==> src/rtl/seq_mult_pkg.sv <==
// Shared types and helpers for the sequential shift-add multiplier.
package seq_mult_pkg;

  localparam int WIDTH_DEF = 32;
  localparam int WIDTH_MAX = 64;

  typedef enum logic [1:0] {
    IDLE = 2'd0,
    CALC = 2'd1,
    FIX  = 2'd2,
    DONE = 2'd3
  } state_t;

  // Magnitude of a width-bit operand carried in a 64-bit container.
  // The most negative value maps to 2^(width-1), which still fits unsigned.
  function automatic logic [WIDTH_MAX-1:0] abs_w(input logic [WIDTH_MAX-1:0] value,
                                                 input int                   width,
                                                 input logic                 signed_mode);
    logic [WIDTH_MAX-1:0] mask;
    logic [5:0]           msb_idx;
    mask    = (width >= WIDTH_MAX) ? '1 : ((64'd1 << width) - 64'd1);
    msb_idx = 6'(width - 1);
    if (signed_mode && value[msb_idx])
      abs_w = (~value + 64'd1) & mask;
    else
      abs_w = value & mask;
  endfunction

endpackage

==> src/rtl/mult_step.sv <==
// One shift-add iteration: conditional add into the upper half, then a
// right shift of {carry, product}.
module mult_step
  import seq_mult_pkg::*;
#(
  parameter int WIDTH = WIDTH_DEF
) (
  input  logic                 carry,
  input  logic [2*WIDTH-1:0]   product,
  input  logic [WIDTH-1:0]     regcand,
  output logic [2*WIDTH:0]     step_nxt
);

  logic [WIDTH:0] hi_sum;

  // Add the multiplicand when the current multiplier bit is set, then shift.
  always_comb begin
    hi_sum = {carry, product[2*WIDTH-1:WIDTH]};
    if (product[0])
      hi_sum = {1'b0, product[2*WIDTH-1:WIDTH]} + {1'b0, regcand};
    step_nxt = {1'b0, hi_sum, product[WIDTH-1:1]};
  end

endmodule

==> src/rtl/seq_mult.sv <==
// Sequential shift-add multiplier with internal control FSM, start/done
// handshake, abort and unsigned/signed mode. Signed operands are multiplied
// as magnitudes and the sign is applied in a single fix-up cycle.
module seq_mult
  import seq_mult_pkg::*;
#(
  parameter int WIDTH = WIDTH_DEF,
  parameter int CNT_W = $clog2(WIDTH) + 1
) (
  input  logic                 clk,
  input  logic                 rst_n,
  input  logic                 start,
  input  logic                 signed_mode,
  input  logic [WIDTH-1:0]     multiplier,
  input  logic [WIDTH-1:0]     multiplicand,
  input  logic                 abort,
  output logic                 ready,
  output logic                 busy,
  output logic                 done,
  output logic [2*WIDTH-1:0]   product,
  output logic [CNT_W-1:0]     counter
);

  state_t               state;
  logic [WIDTH-1:0]     regcand;
  logic                 carry;
  logic                 neg;

  logic [WIDTH-1:0]     lier_mag;
  logic [WIDTH-1:0]     cand_mag;
  logic [2*WIDTH:0]     step_nxt;

  assign lier_mag = WIDTH'(abs_w(64'(multiplier),   WIDTH, signed_mode));
  assign cand_mag = WIDTH'(abs_w(64'(multiplicand), WIDTH, signed_mode));

  mult_step #(.WIDTH(WIDTH)) u_step (
    .carry    (carry),
    .product  (product),
    .regcand  (regcand),
    .step_nxt (step_nxt)
  );

  // Control FSM with registered handshake outputs and the working registers.
  always_ff @(posedge clk or negedge rst_n) begin
    if (!rst_n) begin
      state   <= IDLE;
      product <= '0;
      counter <= '0;
      done    <= 1'b0;
      busy    <= 1'b0;
      ready   <= 1'b1;
      regcand <= '0;
      carry   <= 1'b0;
      neg     <= 1'b0;
    end else begin
      done <= 1'b0;
      case (state)
        IDLE, DONE: begin
          // DONE accepts directly so back-to-back operations lose no cycle;
          // abort has no effect here and start takes priority over it.
          if (start) begin
            regcand <= cand_mag;
            product <= {{WIDTH{1'b0}}, lier_mag};
            carry   <= 1'b0;
            neg     <= signed_mode & (multiplier[WIDTH-1] ^ multiplicand[WIDTH-1]);
            counter <= '0;
            state   <= CALC;
            ready   <= 1'b0;
            busy    <= 1'b1;
          end else begin
            state <= IDLE;
          end
        end
        CALC: begin
          if (abort) begin
            product <= '0;
            state   <= IDLE;
            ready   <= 1'b1;
            busy    <= 1'b0;
          end else begin
            carry   <= step_nxt[2*WIDTH];
            product <= step_nxt[2*WIDTH-1:0];
            counter <= counter + CNT_W'(1);
            if (counter == CNT_W'(WIDTH - 1))
              state <= FIX;
          end
        end
        FIX: begin
          if (abort) begin
            product <= '0;
            state   <= IDLE;
            ready   <= 1'b1;
            busy    <= 1'b0;
          end else begin
            if (neg)
              product <= -product;
            state <= DONE;
            done  <= 1'b1;
            ready <= 1'b1;
            busy  <= 1'b0;
          end
        end
        default: begin
          state <= IDLE;
          ready <= 1'b1;
          busy  <= 1'b0;
        end
      endcase
    end
  end

endmodule

==> config.mk <==
export PLATFORM = sky130hd
export DESIGN_NAME = seq_mult
export DESIGN_NICKNAME = d
export VERILOG_FILES = /design/src/rtl/seq_mult_pkg.sv /design/src/rtl/mult_step.sv /design/src/rtl/seq_mult.sv
export SDC_FILE = /design/constraint.sdc
export NUM_CORES = 1
export LEC_CHECK = 0
export CORE_ASPECT_RATIO = 1.75
export CORE_MARGIN = 3
export CORE_UTILIZATION = 44
export CTS_CLUSTER_DIAMETER = 50
export DETAILED_ROUTE_END_ITERATION = 10
export HOLD_SLACK_MARGIN = 0.12
export PLACE_DENSITY = 0.65
export SLEW_MARGIN = 10
export SYNTH_ARGS = -nofsm -noshare
export SYNTH_HDL_FRONTEND = slang
export SYNTH_SLANG_ARGS = --single-unit
export TNS_END_PERCENT = 100
==> constraint.sdc <==
create_clock -name clk -period 8.8 [get_ports clk]
set_input_delay 0.88 -clock clk [delete_from_list [all_inputs] [get_ports clk]]
set_output_delay 0.88 -clock clk [all_outputs]
set_load 0.02 [all_outputs]
# After elaboration in Yosys (flattened, before gate mapping)
# Cells that the tools add are included.
# totals
register_bits	109
latchBits	0
ramBits	0
mem_bits_ro	0
input_bits	69
output_inout_bits	73
wordCells	62
memories	0
# op_classes
n_addsub	5
n_mul	0
div_mod_pow	0
order_cmp	0
n_eq_ne	9
n_shift	0
n_mux	26
bitwise_logic	4
n_reduce_logical	9
# op_table
op	n
two-way mux 64 bit	4
one-hot mux 64 bit (3 select lines)	1
adder 32 x 1 -> 32 bit (second input constant)	2
two-way mux 32 bit	2
negator 64 bit	1
NOT 32 bit	2
adder 32 x 32 -> 33 bit	1
two-way mux 33 bit	1
two-way mux 6 bit	2
one-hot mux 6 bit (2 select lines)	1
two-way mux 1 bit	8
adder 6 x 1 -> 6 bit (second input constant)	1
== test 6 x 5 -> 1 bit (second input constant)	1
two-way mux 2 bit	3
inequality test 2 bit (second input constant)	3
inequality test 3 bit (second input constant)	2
one-hot mux 1 bit (3 select lines)	2
one-hot mux 2 bit (3 select lines)	1
AND reduction 2 bit	3
== test 2 bit (second input constant)	2
AND reduction 3 bit	1
== test 2 x 1 -> 1 bit (second input constant)	1
logical AND 1 bit	2
zero test 2 bit	1
other kinds (5)	5

# Longest topological paths before layout
# Gate-level depths: netlist of the first run.
# logic_depth
depth_word	5
ltp_mapped	12
mapped_depth_nobuf	9

# Modules after synthesis
# From an unflattened synthesis of the first run, not the netlist that was laid out.
# unflattened
hier_cells	1257
area_unflattened_um2	9948.3
# modules_own_cells
mod	n_inst	cells_per_inst	area_each_um2	seq_area_each_um2
seq_mult	1	917	7526.0	2728.9
mult_step	1	340	2422.3	0.0

# Worst setup path before layout of the first run
# OpenSTA, ideal clock, no wires.
# synth_path
path_kind	reg-to-reg
from	reg product[15]
to	reg product[34]
setup_time_ns	0.121
arrival_ns	2.842
required_ns	8.679
slack_ns	5.837
path_stages_with_launch	9
n_path_buf	1
period_less_slack_ns	2.963
cell_sequence	dfrtp_1 > clkbuf_1 > or4_4 > or4_4 > or4_4 > nor4_4 > and3_1 > o32ai_1 > a22o_1
# synth_via
elab_chain_cells	4
# synth_rtl
item	line_no	rtl
start, declared	seq_mult.sv:20	output logic [2*WIDTH-1:0] product,
start signal, assigned	seq_mult.sv:63	product <= {{WIDTH{1'b0}}, lier_mag};
start signal, assigned	seq_mult.sv:82	product <= step_nxt[2*WIDTH-1:0];
start signal, assigned	seq_mult.sv:96	product <= -product;
negator 64 bit	seq_mult.sv:96	
two-way mux 64 bit	seq_mult.sv:95	if (neg)
two-way mux 64 bit	seq_mult.sv:89	if (abort) begin
one-hot mux 64 bit (3 select lines)	seq_mult.sv:57	case (state)
# Every way passes these cells. The select of a mux whose other input is x is not followed.
# A chain may end at the register's enable or synchronous reset.

# Worst setup path after layout of the first run
# layout_path
from	reg product[0]
to	reg product[57]
# layout_via
elab_chain_cells	4
word_cells_on_any_way	6
cone_classes	add/sub (1); mux (5)
# layout_rtl
item	line_no
negator 64 bit	seq_mult.sv:96
two-way mux 64 bit	seq_mult.sv:95
two-way mux 64 bit	seq_mult.sv:89
one-hot mux 64 bit (3 select lines) *	seq_mult.sv:57
# Every way passes the cells marked *; elsewhere a longest branch is shown, timed or not. The select of a mux whose other input is x is not followed.

==> metrics.yaml, run 1 <==
status: "finished clean"
seq_area_frac_synth_pct: 28.9
clk_pin_slew_worst_paths_ns: 0.07
cts.repair.resized: 0
die_y_um: 199
antennaDiodeCount: 0
finalHoldViolCount: 0
worst_pin_slew_ns: 0.965
gr-total-overflow: 0
maxCapViolCount: 0
synth_top_area_share_pct: 28.7
die_area_um2: 23100
rsz0062_at_grt: "false"
port_buffers: 141
detail_route.wl_per_cell_um: 20.1
fin_crit_ns: 3.75
clock-sinks: 108
fin_nets: 1344
antenna_found_initial: 0
synth_area_leaders: "dfrtp_1 (29%), xnor2_1 (6.3%), ha_1 (5.1%)"
max-slew-margin-rel_pct: 35.5
finalMaxSlewViolations: 0
wl_mm: 30.0
p_seq_share_pct: 29.8
rows: 69
clock_latency_ns: 0.37
synth_cell_types: 71
cts_hold_buffers: 0
syn_area_per_cell_um2: 8.19
initial_core_util_pct: 45.3
async_reset_ff_share_pct: 100
final.setup.tns_ns: 0
fin_ws_ns: 5.05
cts_buffer_depth: 2
viasPerCell: 6.28
drcViolationCount: 0
syn_area_um2: 9350
crit_required_ns: 9.03
p_switching_uw: 1580
ios: 142
core_area_um2: 20600
firstDrtPassIters: 5
fin_util_pct: 54.5
cts_made_buffers: 9
arrival_ns: 3.98
share_comb_of_total_power_pct: 56.6
synth_ff_type: "dfrtp_1"
grt_max_degree: 70
synth_warnings: 0
synth-seq-cells: 108
ir_worst_vdd_mv: 0.137
cts.root.buffer_cell: "clkbuf_16"
p_clk_share_pct: 13.7
timing.hold.ws_ns: 0.491
post-cts-setup-buffers: 0
synthCells: 1141
fin_skew_ns: 0.0125
setup_violations: 0
place.gp.congestion: 0.913
p_per_area_nw_per_um2: 295
tritoncts: "yes"
p_int_uw: 1740
drtIter0Drc: 498
synth_edf_count: 0
setup.worst_path.end_class: "register"
die_w_um: 116
critPathKind: "register to register"
synthToLayoutAreaGrowth_pct: 20.3
layout_worst_path_cycle_share_pct: 42.6
grt_first_pass_wirelength_mm: 47.7
grt_usage_pct: 26.1
ant_nets: 0
cp_max_fo: 22
leakage_uw: 0.00452
hpwl_mm: 22.6
layout-drive-gt1-share_pct: 5.08
cp-start-kind: "register"
preCtsSetupSlack_ns: 4.75
fmax_mhz: 267
switching_share_pct: 47.7
fill_cells: 1971
syn_nets: 1249
num_vias: 9348
hp-class: "register to register"
power_uw: 3320
synth.largest_area_cell: "dfrtp_1"
htreeDepth: 3
grt_pass1_vias: 9241
-- placed cells by master, fill, tap and decap left out, types with 5 or more instances in the layout --
cell / instances
clkdlybuf4s50_1: 140
dfrtp_1: 107
nand2_1: 97
o21ai_0: 94
nor2_1: 84
a21oi_1: 69
xnor2_1: 67
a21o_1: 47
xor2_1: 44
ha_1: 37
nor3_1: 34
a211oi_1: 27
a221oi_1: 26
o31ai_1: 25
nand3_1: 23
inv_1: 22
nand4_1: 22
nor4_1: 20
or3_1: 14
buf_4: 14
or4_1: 12
o41ai_1: 12
nor3b_1: 11
mux2i_1: 11
and3_1: 10
a31oi_1: 9
clkbuf_16: 9
nand2b_1: 8
and2_1: 8
a22o_1: 8
or2_2: 7
nand3b_1: 7
o211ai_1: 6
or4_4: 6
a22oi_1: 6
a311oi_1: 6
o221ai_1: 5
-- power by group through the flow --
stage / registers [uW] / logic (uW) / clock network (uW)
after CTS: 986 / 1880 / 464
after global routing: 1020 / 2070 / 483
after global placement: 992 / 1850 / 0
after detailed placement: 993 / 1870 / 0
final: 988 / 1880 / 453
after floorplan: 1000 / 1200 / 0
-- cell type report --
class | instances | area [um^2] | area share (%)
Timing Repair Buffer | 154 | 1510 | 13.4
Tap cell | 248 | 310 | 2.76
Inverter | 23 | 86.3 | 0.768
Clock buffer | 12 | 246 | 2.19
Clock inverter | 4 | 72.6 | 0.646
Sequential cell | 108 | 2700 | 24.1
Multi-Input combinational cell | 940 | 6310 | 56.2
-- registers in the layout (all words and copies together), names as in the netlist --
signal   flops
busy         1
counter      6
done         1
neg          1
product     64
ready        1
regcand     32
state        2
-- cell families after synthesis --
logic type / after synthesis / share of synthesized area (%)
adder cells (fa/ha/maj): 39 / 5.30
XOR/XNOR: 111 / 10.4
multiplexers: 13 / 1.42
flip-flops: 108 / 28.9
AND/OR/NAND/NOR: 387 / 21.9
buffers and inverters: 93 / 3.75
AO/OA/AOI/OAI: 390 / 28.3
-- synth_stat cells (all sizes together), types with 5 or more instances --
| cell type | n |
|---|---|
| and3 | 10 |
| buf | 10 |
| nor3 | 36 |
| a21o | 47 |
| a21oi | 69 |
| nor2b | 5 |
| nor3b | 11 |
| a22o | 8 |
| nand2b | 8 |
| or4 | 18 |
| mux2i | 11 |
| o211ai | 6 |
| nand3 | 23 |
| nor4 | 25 |
| nand2 | 98 |
| clkbuf | 60 |
| nand4 | 23 |
| inv | 22 |
| dfrtp | 107 |
| a211oi | 27 |
| or2 | 7 |
| o221ai | 5 |
| or3 | 14 |
| and2 | 8 |
| nor2 | 86 |
| a22oi | 6 |
| o21ai | 97 |
| nand3b | 7 |
| a31oi | 9 |
| a221oi | 26 |
| o31ai | 25 |
| xnor2 | 67 |
| ha | 38 |
| o41ai | 12 |
| a311oi | 6 |
| xor2 | 44 |
-- metal layers --
layer	wire, um	track usage (%)	vias up
met5	0	0	-
met4	1290	13.1	0
met3	1260	4.11	69
met1	11200	28.3	4531
li1	-	-	4512
met2	16200	48.1	236
-- path summary, 6_finish.rpt --
kind / start / to / slack (ns) / cells past startpoint
worst max-delay path: product[0] / product[57] / 5.05 / 8
min in group asynchronous: rst_n / regcand[23] / 0.55 / 1
worst min register to register: regcand[8] / regcand[8] / 0.49 / 2
worst max register to register: product[0] / product[57] / 5.05 / 8
worst min-delay path: regcand[8] / regcand[8] / 0.49 / 2
max in group asynchronous: rst_n / regcand[15] / 6.93 / 2
-- metrics by stage --
| stage | std cells | cell area, um^2 |
|---|---|---|
| 4_1_cts | 1489 | 11200 |
| 3_3_place_gp | 1473 | 10900 |
| 5_1_grt | 1489 | 11200 |
| 6_report | 1489 | 11200 |
| 2_1_floorplan | 1141 | 9350 |
| 3_5_place_dp | 1473 | 10900 |
-- critical path: stages, from the launching register on --
cell and delay [ns]:
dfrtp_1 0.38, buf_4 0.23, or4_4 0.48, nor3_2 0.39, nand4_2 0.47, or4_1 0.80
or4_1 0.46, a31oi_1 0.27, nand3_1 0.11
Power figures use the tool's default switching activity.
==> inputs of run 2 (changes only) <==
==> constraint.sdc (replaced) <==
create_clock -name clk -period 3.8 [get_ports clk]
set_input_delay 0.38 -clock clk [delete_from_list [all_inputs] [get_ports clk]]
set_output_delay 0.38 -clock clk [all_outputs]
set_load 0.02 [all_outputs]
==> run 2 against run 1 <==
- routed wire length increased by 1.9%
- power up 140%
- count of clock-buffer cells in the layout stayed put
- sequential share of layout area down 0.41 points
- cell count is 1.2% higher
- via count about the same
- critical path type unchanged
- critical endpoint is now product[61]
- largest power group unchanged
- highest routed layer unchanged
==> metrics.yaml, run 2 (same netlist as run 1, synthesis figures left out) <==
cp_max_fo: 6
grt_pass1_vias: 9293
crit_chain: "ha_1, fa_1, a21oi_1, o211ai_1, a211oi_1, a21bo_2, a211oi_1, or4_1, nand3_1"
cp-start-kind: "register"
cts_buffer_depth: 2
final_cell_mix: "clkdlybuf4s50_1 (140), dfrtp_1 (107), nand2_1 (97)"
ir_worst_vdd_mv: 0.398
antenna_found_initial: 0
viasPerCell: 6.21
wl_mm: 30.5
slowest_stage: "a211oi_1"
die_area_um2: 23100
hpwl_mm: 23.3
antennaDiodeCount: 0
rows: 69
tritoncts: "yes"
clk_pin_slew_worst_paths_ns: 0.08
mostFrequentLayoutCell: "clkdlybuf4s50_1"
layout-drive-gt1-share_pct: 6.43
r2r-end: "product[61]"
cp_common_cell: "a211oi_1"
status: "finished clean"
detail_route.wl_per_cell_um: 20.3
place.gp.congestion: 0.900
setup_violations: 0
critPathTopFamily: "compound AO/OA/AOI/OAI gates"
num_vias: 9356
fin_crit_ns: 3.20
leakage_uw: 0.00464
firstDrtPassIters: 5
fill_cells: 1931
grt_first_pass_wirelength_mm: 48.4
drtIter0Drc: 391
port_buffers: 141
crit_buf_inv: 0
fin_skew_ns: 0.0106
min-delay-start: "regcand[11]"
top_regs: "product x64, regcand x32, counter x6"
reg2reg_depth: 9
setup.worst_path.end_class: "register"
p_per_area_nw_per_um2: 685
crit_required_ns: 4.10
fin_nets: 1362
critPathKind: "register to register"
synthToLayoutAreaGrowth_pct: 22.3
die_y_um: 199
power_uw: 7840
timing.hold.ws_ns: 0.499
cts_made_buffers: 9
clock-sinks: 108
rsz0062_at_grt: "false"
r2r-start: "product[32]"
drcViolationCount: 0
finalMaxSlewViolations: 0
clock_latency_ns: 0.37
ios: 142
max-slew-margin-rel_pct: 39.5
min_delay_path_depth: 2
htreeDepth: 3
regMostFlops: "product"
core_area_um2: 20600
grt_max_degree: 65
maxCapViolCount: 0
cpPeakStageDelay_ns: 0.52
hp-class: "register to register"
layout_worst_path_cycle_share_pct: 84.1
worst_pin_slew_ns: 0.905
grt_usage_pct: 26.6
finalHoldViolCount: 0
cp_num_cells: 9
r2r_slack_ns: 0.60
fmax_mhz: 313
ant_nets: 0
gr-total-overflow: 0
die_w_um: 116
post-cts-setup-buffers: 0
arrival_ns: 3.50
initial_core_util_pct: 45.3
final.setup.tns_ns: 0
largest_reg_flops: 64
cts.root.buffer_cell: "clkbuf_16"
hold_path_end: "regcand[11]"
run 2: changes by cell type in the layout (fill, tap and decap cells not counted), sizes merged:
cell and change:
buf +17, bufinv +1, clkinvlp -1, dlygate4sd3 +1
run 2: worst max-delay path by stage:
stage                     from           to  slack, ns
6_report           product[32]  product[61]       0.60
5_1_grt            product[43]  product[57]       0.36
4_1_cts            product[18]  product[34]       0.62
3_5_place_dp   multiplicand[4]  regcand[29]       0.51
3_3_place_gp   multiplicand[4]  regcand[27]       0.59
2_1_floorplan      product[15]  product[34]       0.84
run 2: final cells by class:
cell class | count | area, um^2 | area share, %
sequential | 108 | 2700 | 23.6
clock buffer | 12 | 256 | 2.24
timing repair buffer | 172 | 1670 | 14.6
clock inverter | 4 | 95.1 | 0.832
tap | 248 | 310 | 2.71
multi-input combinational | 940 | 6310 | 55.2
inverter | 23 | 86.3 | 0.755
run 2: worst register-to-register path: stages (launching register included):
cell and delay [ns]:
dfrtp_1 0.46, ha_1 0.26, fa_1 0.41, a21oi_1 0.25, o211ai_1 0.19, a211oi_1 0.52, a21bo_2 0.32, a211oi_1 0.14
or4_1 0.48, nand3_1 0.10
run 2: timing repair:
item	4_1_cts	5_1_grt
hold buffers	1	0
gates resized for setup	0	0
endpoints found under the hold margin	21	0
run 2: power by group:
part / switching, uW / internal, uW / leakage, uW
clock network: 456 / 680 / 0.000173
registers: 678 / 1590 / 0.00138
logic: 2550 / 1880 / 0.00309
run 2: metal layers:
layer	vias up	wire length (um)	part of all wire, %	GRT usage [%]
met4	0	1500	4.9	13.2
met2	267	16300	53	49.1
met1	4464	11300	37	28.5
met5	-	0	0	0
met3	79	1380	4.5	4.72
li1	4546	-	-	-
run 2: stage by stage:
step	instance area [um^2]	setup slack [ns]	std cells	utilization, %
3_5_place_dp	11100	0.510	1490	53.7
4_1_cts	11400	0.625	1507	55.4
6_report	11400	0.603	1507	55.4
2_1_floorplan	9350	0.837	1141	-
5_1_grt	11400	0.360	1507	55.4
3_3_place_gp	11100	0.585	1490	53.7
==> inputs of run 3 (changes only) <==
--- a/config.mk
+++ b/config.mk
@@ -11,7 +11,7 @@
 export CTS_CLUSTER_DIAMETER = 50
 export DETAILED_ROUTE_END_ITERATION = 10
 export HOLD_SLACK_MARGIN = 0.12
-export PLACE_DENSITY = 0.65
+export PLACE_DENSITY = 0.68
 export SLEW_MARGIN = 10
 export SYNTH_ARGS = -nofsm -noshare
 export SYNTH_HDL_FRONTEND = slang
==> constraint.sdc (replaced) <==
create_clock -name clk -period 2.74 [get_ports clk]
set_input_delay 0.274 -clock clk [delete_from_list [all_inputs] [get_ports clk]]
set_output_delay 0.274 -clock clk [all_outputs]
set_load 0.02 [all_outputs]
==> run 3 against run 2 <==
- the run now ends with setup timing left
- power up 54%
- non-clock buffer count up 183
- global-route usage up 1.4 points
- combinational power up 78%
- critical path type unchanged
- largest cell class unchanged
==> metrics.yaml, run 3 (same netlist as run 1, synthesis figures left out) <==
status: "finished with violations"
violations: "setup timing"
maxCapViolCount: 0
p_per_area_nw_per_um2: 925
grt_pass1_vias: 10377
ir_worst_vdd_mv: 0.511
cp-start-kind: "register"
detail_route.wl_per_cell_um: 19.3
leakage_uw: 0.00559
p_clk_share_pct: 11.6
critPathCapture: "product[34]"
layout-drive-gt1-share_pct: 21.4
startpoint: "product[18]"
setup_violations: 8
firstDrtPassIters: 5
die_w_um: 116
share_comb_of_total_power_pct: 65.4
reg2reg_depth: 7
rows: 69
arrival_ns: 3.13
p_seq_share_pct: 23.0
drcViolationCount: 0
port_buffers: 141
antenna_found_initial: 0
wl_mm: 32.6
layout_worst_path_cycle_share_pct: 105
max-slew-margin-rel_pct: 30.4
core_area_um2: 20600
critPathKind: "register to register"
viasPerCell: 6.10
stdcell_count: 1690
gr-total-overflow: 0
fin_skew_ns: 0.0119
r2r-start: "product[18]"
cts.root.buffer_cell: "clkbuf_16"
hp-class: "register to register"
antennaDiodeCount: 0
clk_pin_slew_worst_paths_ns: 0.08
clock-sinks: 108
die_area_um2: 23100
finalHoldViolCount: 0
tritoncts: "yes"
mostFrequentLayoutCell: "buf_4"
fin_crit_ns: 2.87
htreeDepth: 3
fin_ws_ns: -0.129
ant_nets: 0
num_vias: 10314
r2r_slack_ns: -0.13
cp_max_fo: 4
ios: 142
final_cell_mix: "buf_4 (208), clkdlybuf4s50_1 (140), dfrtp_1 (99)"
largest_reg_flops: 64
die_y_um: 199
grt_usage_pct: 28.0
final.setup.tns_ns: -0.453
setup.worst_path.end_class: "register"
regMostFlops: "product"
p_switching_uw: 5530
switching_share_pct: 45.9
fmax_mhz: 349
r2r-end: "product[34]"
hpwl_mm: 25.2
cts_buffer_depth: 2
power_uw: 12100
finalMaxSlewViolations: 0
place.gp.congestion: 0.925
clock_latency_ns: 0.36
initial_core_util_pct: 45.3
cts_made_buffers: 9
p_int_uw: 6530
grt_first_pass_wirelength_mm: 51.2
worst_pin_slew_ns: 1.04
drtIter0Drc: 619
dp.cells: 1660
grt_max_degree: 64
fin_nets: 1545
crit_required_ns: 3.00
top_regs: "product x64, regcand x32, counter x6"
rsz0062_at_grt: "true"
synthToLayoutAreaGrowth_pct: 39.5
==> run 3: metal layers <==
metal / up-vias / wire [um] / track usage (%)
met3: 85 / 1400 / 3.20
met5: - / 0 / 0
li1: 4924 / - / -
met4: 0 / 1720 / 16.0
met1: 4977 / 11900 / 29.6
met2: 328 / 17600 / 52.3
==> run 3: critical path, cell delays in order, from the launching register on <==
cell     delay (ns)
dfrtp_2        0.40
or4_4          0.53
or4_4          0.47
or4_4          0.56
nor4_4         0.29
and3_4         0.22
o32ai_1        0.07
a22o_1         0.23
==> run 3: how the worst min path moves through the flow <==
| stage | end | cells after the start | startpoint | slack (ns) |
|---|---|---|---|---|
| 2_1_floorplan | busy | 0 | rst_n | -0.02 |
| 3_3_place_gp | done | 1 | rst_n | 0.40 |
| 3_5_place_dp | done | 1 | rst_n | 0.41 |
| 4_1_cts | regcand[19] | 2 | regcand[19] | 0.50 |
| 5_1_grt | busy | 2 | busy | 0.52 |
| 6_report | regcand[19] | 2 | regcand[19] | 0.49 |
==> run 3: layout make-up <==
cell class | instances | area (um^2)
clock buffers | 11 | 253
multi-input cells | 940 | 6550
inverters | 23 | 86.3
repair buffers | 355 | 3070
flip-flops and latches | 108 | 2710
fillers | 1802 | 7600
clock inverters | 5 | 58.8
well taps | 248 | 310
==> run 3: what timing repair did <==
| action | 4_1_cts | 5_1_grt |
|---|---|---|
| gates resized for setup | 18 | 29 |
| endpoints found under the setup margin | 17 | 27 |
| endpoints found under the hold margin | 54 | 0 |
| hold buffers | 1 | 0 |
| setup buffers | 7 | 7 |
| pin swaps | 18 | 21 |
==> run 3: power by group through the flow <==
stage               clock network [uW]  logic, uW  registers (uW)
floorplan                            0       3920            3240
global placement                     0       7510            2760
detailed placement                   0       7590            2780
CTS                               1410       7710            2760
global route                      1470       8570            2830
finish                            1400       7880            2770
==> run 3: stage by stage <==
| step | hold slack, ns | util [%] | area, um^2 | setup WS [ns] |
|---|---|---|---|---|
| global route | 0.524 | 63.2 | 13000 | -0.225 |
| global placement | 0.404 | 60.1 | 12400 | -0.0802 |
| floorplan | -0.0216 | - | 9420 | -0.165 |
| CTS | 0.498 | 62.3 | 12900 | -0.124 |
| detailed placement | 0.407 | 60.1 | 12400 | -0.130 |
| finish | 0.491 | 63.2 | 13000 | -0.129 |
